[src/rtl/dir_input_queue.sv]
// Direction input queue: buffers filtered direction presses and commits one
// per game tick into the registered movement direction.
module dir_input_queue #(
  parameter int          QDEPTH   = 2,
  parameter logic [1:0]  INIT_DIR = 2'b11
) (
  input  logic       clk,
  input  logic       rst_n,
  input  logic       up_pulse,
  input  logic       down_pulse,
  input  logic       left_pulse,
  input  logic       right_pulse,
  input  logic       tick,
  input  logic       game_run,
  input  logic       clear,
  output logic [1:0] dir,
  output logic       dir_changed,
  output logic [2:0] q_count,
  output logic       drop
);

  localparam int PW = (QDEPTH > 1) ? $clog2(QDEPTH) : 1;
  localparam logic [PW-1:0] LAST_IDX = PW'(QDEPTH - 1);

  typedef enum logic {STOP, RUN} state_t;

  state_t        state, state_next;
  logic          run_en;
  logic [1:0]    mem [QDEPTH];
  logic [PW-1:0] rd_ptr, wr_ptr, tail_idx;
  logic [1:0]    cand, last_plan;
  logic          cand_valid, accept, do_push, do_pop, do_drop;

  // State register
  always_ff @(posedge clk or negedge rst_n) begin
    if (!rst_n) state <= STOP;
    else        state <= state_next;
  end

  // Next-state logic
  always_comb begin
    state_next = state;
    case (state)
      STOP: if (game_run)  state_next = RUN;
      RUN:  if (!game_run) state_next = STOP;
      default:             state_next = STOP;
    endcase
  end

  // Output logic
  always_comb begin
    run_en = (state == RUN);
  end

  function automatic logic [PW-1:0] ptr_inc(input logic [PW-1:0] p);
    return (p == LAST_IDX) ? '0 : p + PW'(1);
  endfunction

  // NOTE: every signal assigned in always_comb gets a default first, so no
  // path leaves it unassigned and no latch is inferred.
  always_comb begin
    cand_valid = up_pulse | down_pulse | left_pulse | right_pulse;
    cand       = 2'b11;
    if      (up_pulse)   cand = 2'b00;
    else if (down_pulse) cand = 2'b01;
    else if (left_pulse) cand = 2'b10;

    tail_idx  = (wr_ptr == '0) ? LAST_IDX : wr_ptr - PW'(1);
    last_plan = (q_count != 3'd0) ? mem[tail_idx] : dir;

    // Duplicate and reversal (bit 0 flipped) of the last planned move are ignored.
    accept  = run_en && cand_valid && (cand != last_plan) && (cand != (last_plan ^ 2'b01));
    do_push = accept && (q_count <  3'(QDEPTH));
    do_drop = accept && (q_count == 3'(QDEPTH));
    do_pop  = run_en && tick && (q_count != 3'd0);
  end

  // NOTE: queue storage has no reset; q_count guards every read, so stale
  // entries are never observed and the array can map to plain flops/RAM.
  always_ff @(posedge clk) begin
    if (do_push && !clear) mem[wr_ptr] <= cand;
  end

  always_ff @(posedge clk or negedge rst_n) begin
    if (!rst_n) begin
      rd_ptr      <= '0;
      wr_ptr      <= '0;
      q_count     <= 3'd0;
      dir         <= INIT_DIR;
      dir_changed <= 1'b0;
      drop        <= 1'b0;
    end else if (clear) begin
      rd_ptr      <= '0;
      wr_ptr      <= '0;
      q_count     <= 3'd0;
      dir         <= INIT_DIR;
      dir_changed <= 1'b0;
      drop        <= 1'b0;
    end else begin
      dir_changed <= do_pop;
      drop        <= do_drop;
      if (do_push) wr_ptr <= ptr_inc(wr_ptr);
      if (do_pop) begin
        rd_ptr <= ptr_inc(rd_ptr);
        dir    <= mem[rd_ptr];
      end
      q_count <= q_count + {2'b00, do_push} - {2'b00, do_pop};
    end
  end

endmodule

[config.mk]
export PLATFORM = sky130hd
export DESIGN_NAME = dir_input_queue
export DESIGN_NICKNAME = d
export VERILOG_FILES = /design/src/rtl/dir_input_queue.sv
export SDC_FILE = /design/constraint.sdc
export NUM_CORES = 1
export LEC_CHECK = 0
export ABC_CLOCK_PERIOD_IN_PS = 3400
export CAP_MARGIN = 5
export CORE_ASPECT_RATIO = 1.4
export CORE_MARGIN = 5
export CORE_UTILIZATION = 39
export DETAILED_ROUTE_END_ITERATION = 8
export PLACE_DENSITY_LB_ADDON = 0.08
export SYNTH_ARGS = -nofsm -noshare
export SYNTH_HDL_FRONTEND = slang
export SYNTH_SLANG_ARGS = --single-unit
[constraint.sdc]
create_clock -name clk -period 3.4 [get_ports clk]
set_input_delay 0.51 -clock clk [delete_from_list [all_inputs] [get_ports clk]]
set_output_delay 0.51 -clock clk [all_outputs]
set_load 0.1 [all_outputs]
==> run summary, run 1 <==
The clock slew at the register clock pins of the worst setup and hold paths came out at 80 ps. The slew at the pin closest to its max-slew limit came out at 970 ps. The fmax came out at 383 MHz. The post-synthesis to final-layout area growth is 28.2%. For this design, the slowest cell found on the critical path is dfrtp_1. The placed instance area is 885 µm². The sequential power share came out at 32.6%. The pre-CTS worst setup slack is 468 ps. For the finished layout, the period the worst path requires is 2610 ps.

The worst setup path is captured at a register. The post-layout utilization of the core is 52.4%. The leakage power total came out at 0.394 nW. TritonCTS built the clock tree. The critical path launch point is q_count[1]. The critical path data required time is 3550 ps. The global placement routability congestion is 0.725.

The met3 wirelength from detailed routing came out at 81 µm. The max capacitance violation total is 0. In the routed design, unresolved DRC markers number 0. Pin placement for this block handled 16 I/O pins. The initial core utilization is 40.9%.

The remaining antenna violation count after routing came out at 0. The internal power summed over all cells came out at 429 µW. The type of the most critical hold path is in2async. Counting along the longest clock path gives a buffer depth of 2. The synthesized instance count is 60.

The via count of the first global-routing pass came out at 511. The detailed-router iteration count before antenna repair came out at 4. In this run the cell area of the synthesized design comes to 718 µm². 0 antenna diodes ended up in the layout. After detailed routing, the met2 layer carries 686 µm of wire. The initial antenna violation count came out at 0. The data arrival time of the critical path came out at 2760 ps.

The largest single stage delay on the critical path is 480 ps. The category of the worst setup path launch point is a register. The synthesis-stage register bit count came out at 14. The count of buffering cells on the critical path with inverters included is 2. The number of standard-cell rows in the floorplan came out at 18. Summed over all failing endpoints, the final setup total negative slack is 0 ps. After legalization and detailed placement, the total HPWL measured 1080 µm. The width of the die is 46.3 µm. For this run, the total global-route usage over all layers was measured as 11.8%. Entering global routing, the biggest net connects 12 pins. The number of hold buffers added after cts came out at 0. Setup repair after global routing left no endpoint under its margin. The critical path is of the reg2reg type. Once layout is done, the placed cells without fillers occupy 921 µm².

For the worst-skew pair, the clock arrives at the later sink with an insertion delay of 270 ps. Wires add up to 1360 µm. The worst relative slew slack is 35.1%. The total clock buffers created by CTS is 3. The average wire per cell in the routed design came out at 13.9 µm. In the final routing, the length of wire on met1 measures 571 µm. The worst register-to-register path begins at q_count[1]. The floorplan die area is 0.00281 mm².

The final clock period utilization by the worst path is 76.8%. Each instance of the synthesized netlist takes up on average 12.0 µm². The final clock skew came out at 1.60 ps. The number of levels the H-tree was split into came out at 1. The count of endpoints failing hold in the final timing report came out at 0.

The count of cell types in the netlist came out at 27. The quantity of gates resized following cts is 0. The total setup violations reported at the end of the flow came out at 0. In this run the top signal layer used is met4.

The total area inside the core boundary comes to 0.00176 mm². The share of total power dissipated in combinational logic is 52.8%. The total via count after detailed routing came out at 496.

The cell sitting at the root of the clock tree is a clkbuf_4. The overall die height is 60.8 µm. The net count of the finished layout is 92. The least setup slack across all paths after layout is 788 ps. The fraction of power spent switching nets came out at 46.4%. Global routing finished with a remaining overflow of 0. The share of the yosys chip area belonging to registers is 51.9%.

The post-route netlist has 17.9% of its cells at a drive strength greater than 1. The layout has 167 filler cells. The net count of the mapped netlist is 73. The number of clock sinks seen by CTS came out at 14. The count of buffers inserted at the top-level ports is 15. The count of warnings emitted by yosys is 0. The run finished with clean final reports. The relative contribution of the clock network to total power is 14.6%. The wire length of the first global-routing pass is 2360 µm. The power density relative to cell area is 871 mW/mm².

The category of cells accounting for the largest share of critical-path delay is adder cells. The number of vias per cell after detailed routing came out at 5.06. For this design the total switching power over the nets is 372 µW.

The max-slew violation total from the final report was 0. The overall power of the completed layout is 802 µW. Along the worst path, the maximum fanout reaches 8. The peak supply drop came out at 0.000604 V. In this run the post-CTS setup repair buffer count came out at 0. The critical path goes through or3_4 > a2111oi_4 > o211ai_2 > ha_1 > inv_1 > ha_1 > inv_1 > fa_1 > xnor2_1 > nor2_1.

The number of DRC markers after the initial detailed-route iteration is 4.
-- cells by family after synthesis --
group | Yosys count | synth area share [%]
buf+inv | 8 | 4.18
xor+xnor | 2 | 2.44
flops | 14 | 51.9
fa+ha+maj | 4 | 8.01
compound gates | 7 | 11.2
simple gates | 21 | 15.3
mux | 4 | 6.97
-- per-stage QoR --
stage          hold WS [ps]  std cells
2_1_floorplan           214         60
3_3_place_gp            559         94
3_5_place_dp            550         94
4_1_cts                 557         98
5_1_grt                 583         98
6_report                541         98
-- worst reg2reg max path, delay by kind of cell (launching register included) --
family          cells  cell delay (ps)
flops               1              480
xor+xnor            1              140
buf+inv             2               90
compound gates      2              510
fa+ha+maj           3              790
simple gates        2              480
-- layout make-up --
class,count,area [µm²],share of cell area [%]
tap,20,25.0,2.72
sequential,14,373,40.5
multi-input combinational,38,315,34.2
inverter,7,26.3,2.85
timing repair buffer,15,145,15.8
clock buffer,4,36.3,3.94
-- power by group through the flow --
| stage | combinational (mW) | sequential, mW | clock, mW |
|---|---|---|---|
| 2_1_floorplan | 0.189 | 0.411 | 0 |
| 3_3_place_gp | 0.427 | 0.264 | 0 |
| 3_5_place_dp | 0.429 | 0.265 | 0 |
| 4_1_cts | 0.430 | 0.262 | 0.119 |
| 5_1_grt | 0.459 | 0.271 | 0.130 |
| 6_report | 0.424 | 0.261 | 0.117 |
-- Yosys cell counts (all sizes together) --
cell | number | area (µm²)
nor2 | 9 | 33.8
mux2i | 2 | 20.0
xor2 | 1 | 8.76
clkbuf | 1 | 3.75
ha | 3 | 37.5
a211o | 2 | 17.5
inv | 7 | 26.3
mux2 | 2 | 30.0
a21oi | 1 | 5.00
xnor2 | 1 | 8.76
fa | 1 | 20.0
nor4 | 1 | 6.26
nor3 | 2 | 10.0
a2111oi | 1 | 27.5
or2 | 1 | 6.26
dfrtp | 8 | 200
nor2b | 2 | 12.5
or4 | 1 | 7.51
edfxtp | 4 | 120
o211a | 1 | 10.0
o211ai | 1 | 12.5
nor4b | 1 | 8.76
o21bai | 1 | 7.51
nand3 | 2 | 10.0
nand2 | 1 | 3.75
dfstp | 2 | 52.6
or3 | 1 | 11.3
-- sequential cells by signal (all words and copies together) (netlist names) --
register,count
drop,1
rd_ptr,1
mem,4
run_en,1
dir_changed,1
q_count,3
dir,2
wr_ptr,1
-- worst paths after layout --
check                        endpoint  slack, ps  cells after the start
min in group clk                 drop        570                      1
min reg2reg                      drop        570                      1
max                        q_count[2]        790                     10
max reg2reg                q_count[2]        790                     10
min                              drop        540                      1
max in group asynchronous      dir[0]       2530                      1
-- routing by layer --
metal,vias to the layer above,global-route usage [%]
li1,246,-
met1,235,15.0
met2,13,18.9
met3,2,1.78
met4,0,6.10
met5,-,0
-- placed cells by master (no fill, tap or decap) --
cell type	instances
o21bai_1	1
fa_1	1
clkbuf_8	1
nor4_1	1
nor4b_1	1
xnor2_1	1
nor2_1	9
clkbuf_4	3
mux2i_1	2
inv_1	7
or3_4	1
a2111oi_4	1
nand2_1	1
dfrtp_1	8
ha_1	3
o211ai_2	1
dfstp_2	2
o211a_1	1
nand3_1	2
mux2_4	2
nor2b_1	2
or2_2	1
buf_4	2
nor3_1	2
clkdlybuf4s50_1	13
xor2_1	1
edfxtp_1	4
a211o_1	2
or4_1	1
a21oi_1	1
Power figures use the tool's default switching activity.
==> run 2, diff against run 1 <==
ABC_CLOCK_PERIOD_IN_PS = 2210   (was 3400)
clock period = 2.21 ns   (was 3.4 ns; I/O delays follow)
==> run 2 against run 1 <==
  * The run now ends with negative setup slack left
  * Critical endpoint is now q_count[1]
  * Sequential power up 48%
  * Global-route usage rose by 0.93 points
  * Utilization is 6.0 points higher
  * Hold slack got worse by 180 ps
  * Flip-flop and latch count unchanged
==> run summary, run 2 (synthesized netlist as in run 1, its figures left out) <==
The count of unresolved DRC violations after routing came out at 0 (unchanged). The count of boundary I/O pins came out at 16 (unchanged). The tightest min-delay check is of the in2async type. The count of buffers inserted at the top-level ports is 15 (unchanged).

The final clock skew came out at 2.58 ps (+0.981 ps). The CTS tree is yes. The root buffer selected by CTS is clkbuf_4. The power density relative to cell area is 1380 mW/mm² (+58%).

The share of layout cells above drive strength 1 came to 40.2% (+22 points). The number of vias per cell after detailed routing came out at 4.93 (-2.6%). Walking the worst path, the cells encountered are or3_4 > a2111oi_4 > o211ai_2 > ha_1 > inv_1 > ha_1 > inv_1 > fa_2 > nor2_1. The total half-perimeter wirelength after legalization and detailed placement came to 1120 µm (+3.6%). The total clock buffers created by CTS came to 3 (unchanged). The overall die height is 60.8 µm (unchanged).

The aggregate global routing overflow came to 0 (unchanged). The register containing the most flip-flops in the final layout is mem. The clock slew at the register clock pins of the worst setup and hold paths is 80 ps (about the same). The wire length of the first global-routing pass is 2470 µm (+4.7%). The total via count after detailed routing came out at 552 (+11%). The post-layout utilization of the core came out at 58.4% (+6.0 points). The number of clock sinks seen by CTS was 14 (unchanged). Setup repair after global routing could not meet its margin everywhere. The leakage power total came out at 0.460 nW (+17%). The highest fanout seen on the critical path came to 4 (-4). The total setup violations reported at the end of the flow is 4 (+4). The fmax is 390 MHz (+1.8%). The slew at the pin closest to its max-slew limit came out at 480 ps (-490 ps). The width of the die came to 46.3 µm (unchanged).

The net count of the finished layout came out at 106 (+15%). The post-synthesis to final-layout area growth is 42.9%. The average wire per cell in the routed design was 13.0 µm (-6.5%). The largest incremental delay on the critical path came to 520 ps (+40 ps). The max capacitance violation total came out at 0 (unchanged). The clock period minus final worst setup slack came to 2560 ps (-47.3 ps). The number of DRC markers after the initial detailed-route iteration was 6 (+2). The critical path in this run is classified as reg2reg.

The global-route usage over all layers was 12.7% (+0.93 points). The count of endpoints failing hold in the final timing report was 0 (unchanged). The remaining antenna violation count after routing came out at 0 (unchanged). The post-route cell area is 0.00103 mm² (+11%). For this design, the slowest cell found on the critical path is fa_2.

The core area came out at 0.00176 mm² (unchanged). The final clock period utilization by the worst path came out at 116% (+39 points). The maximum count of clock buffers along a single path came out at 2 (unchanged).

The top cell types in the final layout, fill and taps aside, are buf_4 (21), nor2_1 (9), clkdlybuf4s50_1 (8). The least setup slack across all paths after layout is -355 ps (-1140 ps). The number of standard-cell rows in the floorplan was 18 (unchanged). The clock latency at the later pin of the worst-skew pair came out at 290 ps (+20 ps).

The global placement routability congestion came to 0.760 (+4.8%). The max-slew violation total from the final report was 0 (unchanged). The initial core utilization is 40.9% (unchanged).

The initial antenna violation count came out at 0 (unchanged). The floorplan die area came out at 0.00281 mm² (unchanged). STA classifies the critical path startpoint as a register. In this design, the largest share of critical-path delay is due to adder cells. The data arrival time of the critical path came out at 2730 ps (-30 ps). The largest net degree at the start of global routing came out at 12 (unchanged). The library cell used most frequently in the layout, excluding fill and tap cells, is buf_4.

The number of antenna cells inserted is 0 (unchanged). The number of levels the H-tree was split into is 1 (unchanged). The run finished, with violations left. The detailed-router iteration count before antenna repair came out at 4 (unchanged). The worst relative slew slack is 67.9% (+33 points). The peak supply drop is 0.000983 V (+63%). The worst setup path is captured at a register. The detailed-route wire length is 1450 µm (+6.8%). The final reports fail on negative setup slack. The largest registers in the layout are mem (4), q_count (3), dir (2). The via count of the first global-routing pass is 574 (+12%). The count of buffering cells on the critical path with inverters included came to 2 (unchanged). The flip-flop count of the largest register, all copies and words added is 4 (unchanged). The placed instance area is 960 µm² (+8.5%). The critical path data required time is 2370 ps (-1180 ps).
[run 2: changes by cell type in the layout (fill, tap and decap cells not counted), sizes merged]
cell	previous run	this run
buf	2	21
clkdlybuf4s50	13	8
[run 2: through the flow]
step | hold WS [ps] | TNS (ps) | worst slack [ps] | total power, mW | cells
finish | 366 | -1020 | -355 | 1.41 | 112
global route | 394 | -1560 | -486 | 1.52 | 112
CTS | 389 | -758 | -355 | 1.38 | 111
detailed placement | 578 | -1110 | -498 | 1.20 | 104
global placement | 572 | -934 | -452 | 1.20 | 104
floorplan | 35.9 | -1060 | -487 | 0.940 | 60
[run 2: final timing paths]
check                           depth (start not counted)  startpoint         end  slack (ps)
worst max-delay path                                    9  q_count[1]  q_count[1]        -350
worst min-delay path                                    1       rst_n      wr_ptr         370
worst max register to register                          9  q_count[1]  q_count[1]        -350
worst min register to register                          2      run_en        drop         600
max in group asynchronous                               1       rst_n  q_count[1]        1480
min in group clk                                        1    game_run      run_en         470
[run 2: power breakdown]
group | switching, mW | total [mW] | internal [mW] | leakage, nW
Sequential | 0.0423 | 0.385 | 0.342 | 0.159
Combinational | 0.494 | 0.874 | 0.379 | 0.286
Clock | 0.0847 | 0.155 | 0.0703 | 0.0150
Total | 0.622 | 1.41 | 0.792 | 0.460
[run 2: timing repair]
| item | CTS | global route |
|---|---|---|
| hold endpoints to repair | 0 | 0 |
| hold buffers | 0 | 0 |
| setup endpoints to repair | 3 | 5 |
| buffers inserted | 3 | 1 |
| gates resized for setup | 1 | 1 |
[run 2: worst reg2reg max path, stage by stage (launching register included)]
cell and delay (ps):
dfrtp_4 490, or3_4 420, a2111oi_4 340, o211ai_2 130, ha_1 280, inv_1 60, ha_1 130, inv_1 50
fa_2 520, nor2_1 40
[run 2: final cells by class]
type / instances / area, µm²
timing repair buffer: 29 / 238
fill: 163 / 731
multi-input combinational: 38 / 325
tap: 20 / 25.0
clock buffer: 4 / 26.3
sequential: 14 / 385
inverter: 7 / 26.3
[run 2: per-layer routing]
metal  share of wire (%)  GRT usage [%]  up-vias
met4                 3.2           8.54        0
met1                  40           15.1      260
li1                    -              -      275
met2                  51           20.1       12
met3                 5.2           2.67        5
met5                   0              0        -
